--- config.mk ---
export PLATFORM = sky130hd
export DESIGN_NAME = frame_buffer_scheduler
export DESIGN_NICKNAME = d
export VERILOG_FILES = /design/src/rtl/frame_buffer_scheduler.sv
export SDC_FILE = /design/constraint.sdc
export NUM_CORES = 1
export LEC_CHECK = 0
export CAP_MARGIN = 20
export CORE_ASPECT_RATIO = 0.9
export CORE_MARGIN = 2
export CORE_UTILIZATION = 29
export CTS_BUF_LIST = sky130_fd_sc_hd__clkbuf_8
export CTS_CLUSTER_SIZE = 8
export DETAILED_ROUTE_END_ITERATION = 16
export PLACE_DENSITY_LB_ADDON = 0.12
export SYNTH_ARGS = -nofsm -noshare
export SYNTH_HDL_FRONTEND = slang
export SYNTH_SLANG_ARGS = --single-unit
--- constraint.sdc ---
create_clock -name i_clk_25M -period 3.6 [get_ports i_clk_25M]
set_input_delay 0.72 -clock i_clk_25M [delete_from_list [all_inputs] [get_ports i_clk_25M]]
set_output_delay 0.72 -clock i_clk_25M [all_outputs]
set_load 0.005 [all_outputs]
--- src/rtl/frame_buffer_scheduler.sv ---
// frame_buffer_scheduler
// ----------------------
// Double-buffered frame-memory controller. One single-port 16-bit SRAM is
// shared between VGA pixel reads (always win) and producer pixel writes.
// Two banks ping-pong so the display never shows a partially written frame,
// and a one-shot display start is issued once the first full frame exists.
//
// Ports
//   i_clk_25M, i_rst_n        pixel clock, async active-low reset
//   i_vga_active/addr/finish  VGA read window, pixel index, end-of-frame pulse
//   o_vga_data                pixel word to VGA (SRAM read data, passed through)
//   o_start_display           one-cycle pulse that starts the VGA engine
//   i_wr_valid/addr/data/last producer write request, last = final word of frame
//   o_wr_ready                producer write accepted when high with i_wr_valid
//   o_mem_addr/wdata/we       SRAM port, address = {bank, index}
//   i_mem_rdata               SRAM read data
//   o_disp_bank               bank currently displayed
//   o_frame_cnt               frames swapped onto the display (wraps)
//   o_addr_err                sticky: an out-of-range write was accepted
//   o_dbg_state               current scheduler state (debug)
//
// Handshake: a producer word transfers on any rising edge where
// i_wr_valid && o_wr_ready. The producer must hold addr/data/last stable
// while valid is high and ready is low; ready never depends on valid.

module frame_buffer_scheduler #(
    parameter int unsigned FRAME_WORDS = 3600
) (
    input  logic        i_clk_25M,
    input  logic        i_rst_n,
    input  logic        i_vga_active,
    input  logic [12:0] i_vga_addr,
    input  logic        i_vga_finish,
    output logic [15:0] o_vga_data,
    output logic        o_start_display,
    input  logic        i_wr_valid,
    input  logic [11:0] i_wr_addr,
    input  logic [15:0] i_wr_data,
    input  logic        i_wr_last,
    output logic        o_wr_ready,
    output logic [12:0] o_mem_addr,
    output logic [15:0] o_mem_wdata,
    output logic        o_mem_we,
    input  logic [15:0] i_mem_rdata,
    output logic        o_disp_bank,
    output logic [7:0]  o_frame_cnt,
    output logic        o_addr_err,
    output logic [1:0]  o_dbg_state
);

    typedef enum logic [1:0] {
        S_EMPTY   = 2'd0,
        S_SHOW    = 2'd1,
        S_PENDING = 2'd2
    } state_e;

    state_e      state_q, state_d;
    logic        disp_bank_q, disp_bank_d;
    logic        wr_bank_q, wr_bank_d;
    logic [7:0]  frame_cnt_q, frame_cnt_d;
    logic        addr_err_q, addr_err_d;
    logic        start_q, start_d;

    logic        accept;
    logic        in_range;

    // Only index bits [11:0] address a bank; bit 12 is ignored.
    logic        unused_vga_addr_msb;
    assign unused_vga_addr_msb = i_vga_addr[12];

    assign o_wr_ready = (state_q != S_PENDING) && !i_vga_active;
    assign accept     = i_wr_valid && o_wr_ready;
    assign in_range   = (i_wr_addr < 12'(FRAME_WORDS));

    assign o_vga_data = i_mem_rdata;

    // Memory mux. The write enable is also gated by reset so a producer
    // still driving valid while reset is held cannot corrupt the SRAM.
    always_comb begin
        o_mem_addr  = {disp_bank_q, 12'd0};
        o_mem_wdata = i_wr_data;
        o_mem_we    = 1'b0;
        if (i_vga_active) begin
            o_mem_addr = {disp_bank_q, i_vga_addr[11:0]};
        end else if (accept) begin
            o_mem_addr = {wr_bank_q, i_wr_addr};
            o_mem_we   = in_range && i_rst_n;
        end
    end

    always_comb begin
        state_d     = state_q;
        disp_bank_d = disp_bank_q;
        wr_bank_d   = wr_bank_q;
        frame_cnt_d = frame_cnt_q;
        start_d     = 1'b0;
        addr_err_d  = addr_err_q | (accept && !in_range);

        unique case (state_q)
            S_EMPTY: begin
                // First complete frame: show it and start the display once.
                if (accept && i_wr_last) begin
                    disp_bank_d = wr_bank_q;
                    wr_bank_d   = ~wr_bank_q;
                    frame_cnt_d = frame_cnt_q + 8'd1;
                    start_d     = 1'b1;
                    state_d     = S_SHOW;
                end
            end
            S_SHOW: begin
                // A finish arriving with the last word is too early: the swap
                // always waits for a finish seen while already pending.
                if (accept && i_wr_last) begin
                    state_d = S_PENDING;
                end
            end
            S_PENDING: begin
                if (i_vga_finish) begin
                    disp_bank_d = wr_bank_q;
                    wr_bank_d   = disp_bank_q;
                    frame_cnt_d = frame_cnt_q + 8'd1;
                    state_d     = S_SHOW;
                end
            end
            default: state_d = S_EMPTY;
        endcase
    end

    always_ff @(posedge i_clk_25M or negedge i_rst_n) begin
        if (!i_rst_n) begin
            state_q     <= S_EMPTY;
            disp_bank_q <= 1'b0;
            wr_bank_q   <= 1'b0;
            frame_cnt_q <= 8'd0;
            addr_err_q  <= 1'b0;
            start_q     <= 1'b0;
        end else begin
            state_q     <= state_d;
            disp_bank_q <= disp_bank_d;
            wr_bank_q   <= wr_bank_d;
            frame_cnt_q <= frame_cnt_d;
            addr_err_q  <= addr_err_d;
            start_q     <= start_d;
        end
    end

    assign o_start_display = start_q;
    assign o_disp_bank     = disp_bank_q;
    assign o_frame_cnt     = frame_cnt_q;
    assign o_addr_err      = addr_err_q;
    assign o_dbg_state     = state_q;

endmodule

==> qor.yml, run 1 <==
cts_root_buf: "clkbuf_8"
routed_wl_um: 2720
maxSlewViolCount: 0
crit_type: "input pin to output port"
grt_pass1_wl_um: 3750
fin_cells: 175
maxCapViolCount: 0
worstSetupStartpoint: "i_wr_addr[7]"
vias_per_cell: 4.78
postLayoutCellArea_um2: 1460
hold_start: "o_frame_cnt[7]"
worstHoldPathType: "flop to flop"
core_um2: 3380
syn_nets: 167
cts_tree: "built"
netlist_area_um2: 1030
fillers: 337
clock_latency_ns: 0.24
antenna_found_initial: 0
clkTransAtPathRegs_ns: 0.06
worstSetupStartpointType: "input pin"
cts_buffers: 3
cp-endpoint: "o_mem_we"
netlist_instances: 103
dieArea_um2: 4050
syn_avg_cell_area_um2: 10.0
first_pass_iters: 2
portBuffers: 57
clock_path_buffers: 2
setup_tns_ns: 0
grt_use_total_pct: 12.5
die_width_um: 66.9
fp.dieH_um: 60.6
synth-edff-count: 0
antennaDiodeCount: 0
leakagePower_nw: 0.605
grt_pass1_vias: 802
drc_errors: 0
final-hold-violation-count: 0
multi_input_area_um2: 413
min_period_ns: 3.39
period_share_pct: 94.3
ys_async_sr_fraction_pct: 100
slew_headroom_pct: 79.4
cellPowerDensity_nw_per_um2: 461
cts_hold_buffers: 0
wl_per_cell_um: 15.5
critPathArrivalTime_ns: 2.67
gp_congestion: 0.732
rsz0062_at_grt: "false"
finClkSkew_ns: 0.00397
cts.sinks: 14
syn_to_final_growth_pct: 41.6
seq_area_frac_synth_pct: 34.0
worst_hold_slack_ns: 0.468
endpoint_kind: "output port"
nets: 197
place_hpwl_um: 2250
crit_fanout: 2
synthDistinctLibCells: 29
ant_nets: 0
ys_ff_latch: 14
fp-row-count: 20
num_vias: 836
setup_viol: 0
r2r_setup_slack_ns: 1.93
yosys_warnings: 0
register_area_um2: 350
timing.fmax_mhz: 295
reg2reg_depth: 3
h-tree-depth: 1
drtIter0Drc: 9
dp.cells: 172
worstPathRequired_ns: 2.88
grt_overflow: 0
start_util_pct: 30.5
worst_pin_slew_ns: 0.309
r2r_start: "o_dbg_state[1]"
cts_setup_buffers: 0
yosys_most_used_dff: "dfrtp_1"
r2r-end: "o_disp_bank"
run_status: "complete, no violations"
cts_resized: 0
drive_gt1_share_pct: 10.7
ioPinCount: 123
grt_max_degree: 15
placed_area_um2: 1420
ir_drop_v: 0.000322
[cells in the final DEF, fill, tap and decap left out, types with 2 or more instances in the layout]
cell,netlist,layout
buf_4,32,3
nand4_1,2,2
mux2_2,3,3
nor3_1,2,2
inv_1,2,2
xnor2_1,3,3
a21oi_1,2,2
nor2_1,5,5
clkbuf_8,0,3
clkdlybuf4s50_1,0,57
nand2_1,4,4
a22o_1,12,12
and3_1,2,2
dfrtp_1,14,14
xor2_1,4,4
[synthesized netlist by cell type, types with 2 or more instances]
| cell | count | area (um^2) |
|---|---|---|
| a21oi_1 | 2 | 10.0 |
| a22o_1 | 12 | 105 |
| and3_1 | 2 | 12.5 |
| buf_4 | 32 | 240 |
| dfrtp_1 | 14 | 350 |
| inv_1 | 2 | 7.51 |
| mux2_2 | 3 | 33.8 |
| nand2_1 | 4 | 15.0 |
| nand4_1 | 2 | 12.5 |
| nor2_1 | 5 | 18.8 |
| nor3_1 | 2 | 10.0 |
| xnor2_1 | 3 | 26.3 |
| xor2_1 | 4 | 35.0 |
[critical path: stages]
cell             delay [ns]
clkdlybuf4s50_1        0.43
or4_1                  0.54
o2111ai_1              0.27
and3_1                 0.20
clkdlybuf4s50_1        0.50
[routing by layer]
layer / vias up / track usage [%] / part of all wire (%)
met2: 51 / 21.6 / 49
met5: - / 0 / 0
li1: 387 / - / -
met1: 394 / 14.0 / 38
met3: 4 / 6.31 / 12
met4: 0 / 3.21 / 0.77
[metrics by stage]
step	worst slack (ns)	power [mW]	utilization, %
after floorplan	1.27	0.396	-
after global placement	0.183	0.545	42.0
after detailed placement	0.172	0.549	42.0
after CTS	0.164	0.681	43.2
after global routing	0.139	0.723	43.2
final	0.205	0.673	43.2
[report_power, final]
| group | internal [mW] | total [mW] | switching (mW) | leakage (nW) |
|---|---|---|---|---|
| clock | 0.0740 | 0.127 | 0.0529 | 0.0216 |
| combinational | 0.192 | 0.277 | 0.0849 | 0.407 |
| sequential | 0.206 | 0.268 | 0.0626 | 0.177 |
[logic make-up after synthesis]
logic type / after synthesis / share of synthesized area [%]
AOI/OAI and AO/OA: 19 / 15.3
buffers and inverters: 37 / 26.0
DFF: 14 / 34.0
and+or+nand+nor: 22 / 14.3
adders and majority gates: 1 / 1.21
xor gates and xnor gates: 7 / 5.95
muxes: 3 / 3.28
[sequential cells by signal, indices dropped and copies added (netlist names)]
signal	cells
o_addr_err	1
wr_bank_q	1
o_frame_cnt	8
o_disp_bank	1
o_start_display	1
o_dbg_state	2
[worst min path at each step]
stage                     cells past startpoint        endpoint  slack [ns]
after floorplan                               0      o_addr_err        0.42
after global placement                        1      o_addr_err        0.45
after detailed placement                      1      o_addr_err        0.46
after CTS                                     1  o_frame_cnt[7]        0.47
after global routing                          1      o_addr_err        0.48
final                                         1  o_frame_cnt[7]        0.47
[cell type report]
class,count,area share (%)
clock buffers,3,2.83
inverters,2,0.514
multi-input cells,52,28.3
flip-flops and latches,14,24.0
well taps,44,3.77
repair buffers,60,40.6
Power figures use the tool's default switching activity.
==> run 2, diff against run 1 <==
- CELL_PAD_IN_SITES_DETAIL_PLACEMENT: not set -> 0
- CELL_PAD_IN_SITES_GLOBAL_PLACEMENT: not set -> 1
- CORE_UTILIZATION: 29 -> 19
==> run 2 against run 1 <==
Sequential cell count is the same. Clock skew fell by 0.0030 ns. Cell count increased by 13%. Maximum frequency increased by 1.6%. Worst setup slack better by 0.053 ns. Global-route usage shrank 3.7 points. Sequential power about the same. Highest routed layer unchanged.
==> qor.yml, run 2 (synthesis results as in run 1) <==
run_status: "complete, no violations"  # unchanged
ioPinCount: 123  # unchanged
r2r_setup_slack_ns: 1.93  # about the same
worstSetupStartpoint: "i_wr_addr[7]"  # unchanged
routed_wl_um: 3010  # was 2720 um
endpoint_kind: "output port"  # unchanged
grt_use_total_pct: 8.88  # was 12.5%
cpLargestDelayFamily: "buffers and inverters"  # unchanged
slowest_stage: "or4_1"  # unchanged
vias_per_cell: 4.35  # was 4.78
crit_type: "input pin to output port"  # unchanged
dieArea_um2: 6030  # was 4050 um^2
cts.sinks: 14  # unchanged
fillers: 562  # was 337
portBuffers: 57  # unchanged
whs_path_depth: 1  # unchanged
register_area_um2: 350  # unchanged
worst_hold_slack_ns: 0.460  # was 0.468 ns
nets: 197  # unchanged
antennaDiodeCount: 0  # unchanged
final_cell_mix: "clkdlybuf4s50_1 (57), dfrtp_1 (14), a22o_1 (12), nor2_1 (5)"  # unchanged
setup_tns_ns: 0  # unchanged
worst_pin_slew_ns: 0.405  # was 0.309 ns
cts_resized: 0  # unchanged
postLayoutCellArea_um2: 1490  # was 1460 um^2
final_common_cell: "clkdlybuf4s50_1"  # unchanged
finClkSkew_ns: 0.000987  # was 0.00397 ns
min_period_ns: 3.34  # was 3.39 ns
worstSetupStartpointType: "input pin"  # unchanged
num_vias: 862  # was 836
r2r_start: "o_dbg_state[1]"  # unchanged
rsz0062_at_grt: "false"  # unchanged
crit_fanout: 2  # unchanged
ant_nets: 0  # unchanged
cellPowerDensity_nw_per_um2: 453  # was 461 nW/um^2
grt_pass1_wl_um: 3930  # was 3750 um
routed-wl-met3_um: 548  # was 315 um
cts_buffers: 3  # unchanged
placed_area_um2: 1450  # was 1420 um^2
path_depth: 5  # unchanged
final-hold-violation-count: 0  # unchanged
drtIter0Drc: 19  # was 9
multi_input_area_um2: 413  # unchanged
clock_path_buffers: 2  # unchanged
cts_root_buf: "clkbuf_8"  # unchanged
period_share_pct: 92.8  # was 94.3%
die_width_um: 81.6  # was 66.9 um
clock_latency_ns: 0.24  # about the same
syn_to_final_growth_pct: 44.4  # was 41.6%
start_util_pct: 19.6  # was 30.5%
antenna_found_initial: 0  # unchanged
grt_max_degree: 15  # unchanged
finalWorstSetupSlack_ns: 0.258  # was 0.205 ns
largest_reg_flops: 8  # unchanged
cpMostUsedCell: "clkdlybuf4s50_1"  # unchanged
critPathArrivalTime_ns: 2.62  # was 2.67 ns
reg2reg_depth: 3  # unchanged
maxCapViolCount: 0  # unchanged
cp.buffers_inverters: 2  # unchanged
fp-row-count: 25  # was 20
setup_viol: 0  # unchanged
highest_layer: "met4"  # unchanged
fp.dieH_um: 73.9  # was 60.6 um
maxSlewViolCount: 0  # unchanged
cts_tree: "built"  # unchanged
worstHoldPathType: "flop to flop"  # unchanged
timing.fmax_mhz: 299  # was 295 MHz
drc_errors: 0  # unchanged
cp-endpoint: "o_mem_we"  # unchanged
ir_drop_v: 0.000210  # was 0.000322 V
clkTransAtPathRegs_ns: 0.06  # about the same
r2r-end: "o_frame_cnt[1]"  # was o_disp_bank
core_um2: 5260  # was 3380 um^2
grt_pass1_vias: 826  # was 802
grt_overflow: 0  # unchanged
cts_hold_buffers: 0  # unchanged
place_hpwl_um: 2350  # was 2250 um
slew_headroom_pct: 72.9  # was 79.4%
leakagePower_nw: 0.605  # unchanged
crit_chain: "clkdlybuf4s50_1 > or4_1 > o2111ai_1 > and3_1 > clkdlybuf4s50_1"  # unchanged
wl_per_cell_um: 15.2  # was 15.5 um
cts_setup_buffers: 0  # unchanged
first_pass_iters: 3  # was 2
drive_gt1_share_pct: 10.7  # unchanged
fin_util_pct: 28.3  # was 43.2%
wl_met2_um: 1300  # was 1340 um
gp_congestion: 0.724  # was 0.732
wl_met1_um: 1090  # was 1040 um
worstPathRequired_ns: 2.88  # about the same
pre_cts_slack_ns: 0.220  # was 0.172 ns
h-tree-depth: 1  # unchanged
cp_slowest_stage_delay_ns: 0.54  # about the same
## run 2: area by class of cell
class | count | share of cell area (%)
inverters | 2 | 0.504
clock buffers | 3 | 2.77
multi-input cells | 52 | 27.7
repair buffers | 60 | 39.8
flip-flops and latches | 14 | 23.5
well taps | 67 | 5.63
## run 2: worst min path at each step
stage | from | endpoint | slack [ns]
after detailed placement | o_addr_err | o_addr_err | 0.46
after global routing | o_frame_cnt[7] | o_frame_cnt[7] | 0.49
after global placement | o_addr_err | o_addr_err | 0.45
after floorplan | i_rst_n | o_addr_err | 0.42
after CTS | o_addr_err | o_addr_err | 0.47
final | o_addr_err | o_addr_err | 0.46
## run 2: through the flow
stage | power, mW | cells
final | 0.675 | 198
after global routing | 0.728 | 198
after CTS | 0.688 | 198
after detailed placement | 0.550 | 195
after global placement | 0.553 | 195
after floorplan | 0.396 | 103
## run 2: report_power, final
group          total (mW)  internal, mW  switching [mW]  leakage, nW
logic               0.278         0.192          0.0856        0.407
clock network       0.129        0.0740          0.0550       0.0216
registers           0.268         0.206          0.0622        0.177
## run 2: worst reg2reg max path: stages, from the launching register on
cell,delay (ns)
dfrtp_1,0.49
nor4bb_4,0.38
o21ba_2,0.33
mux2_2,0.36
## run 2: metal layers
metal	vias up	GRT usage, %
li1	387	-
met3	13	3.69
met2	72	15.8
met4	0	4.26
met5	-	0
met1	390	8.91
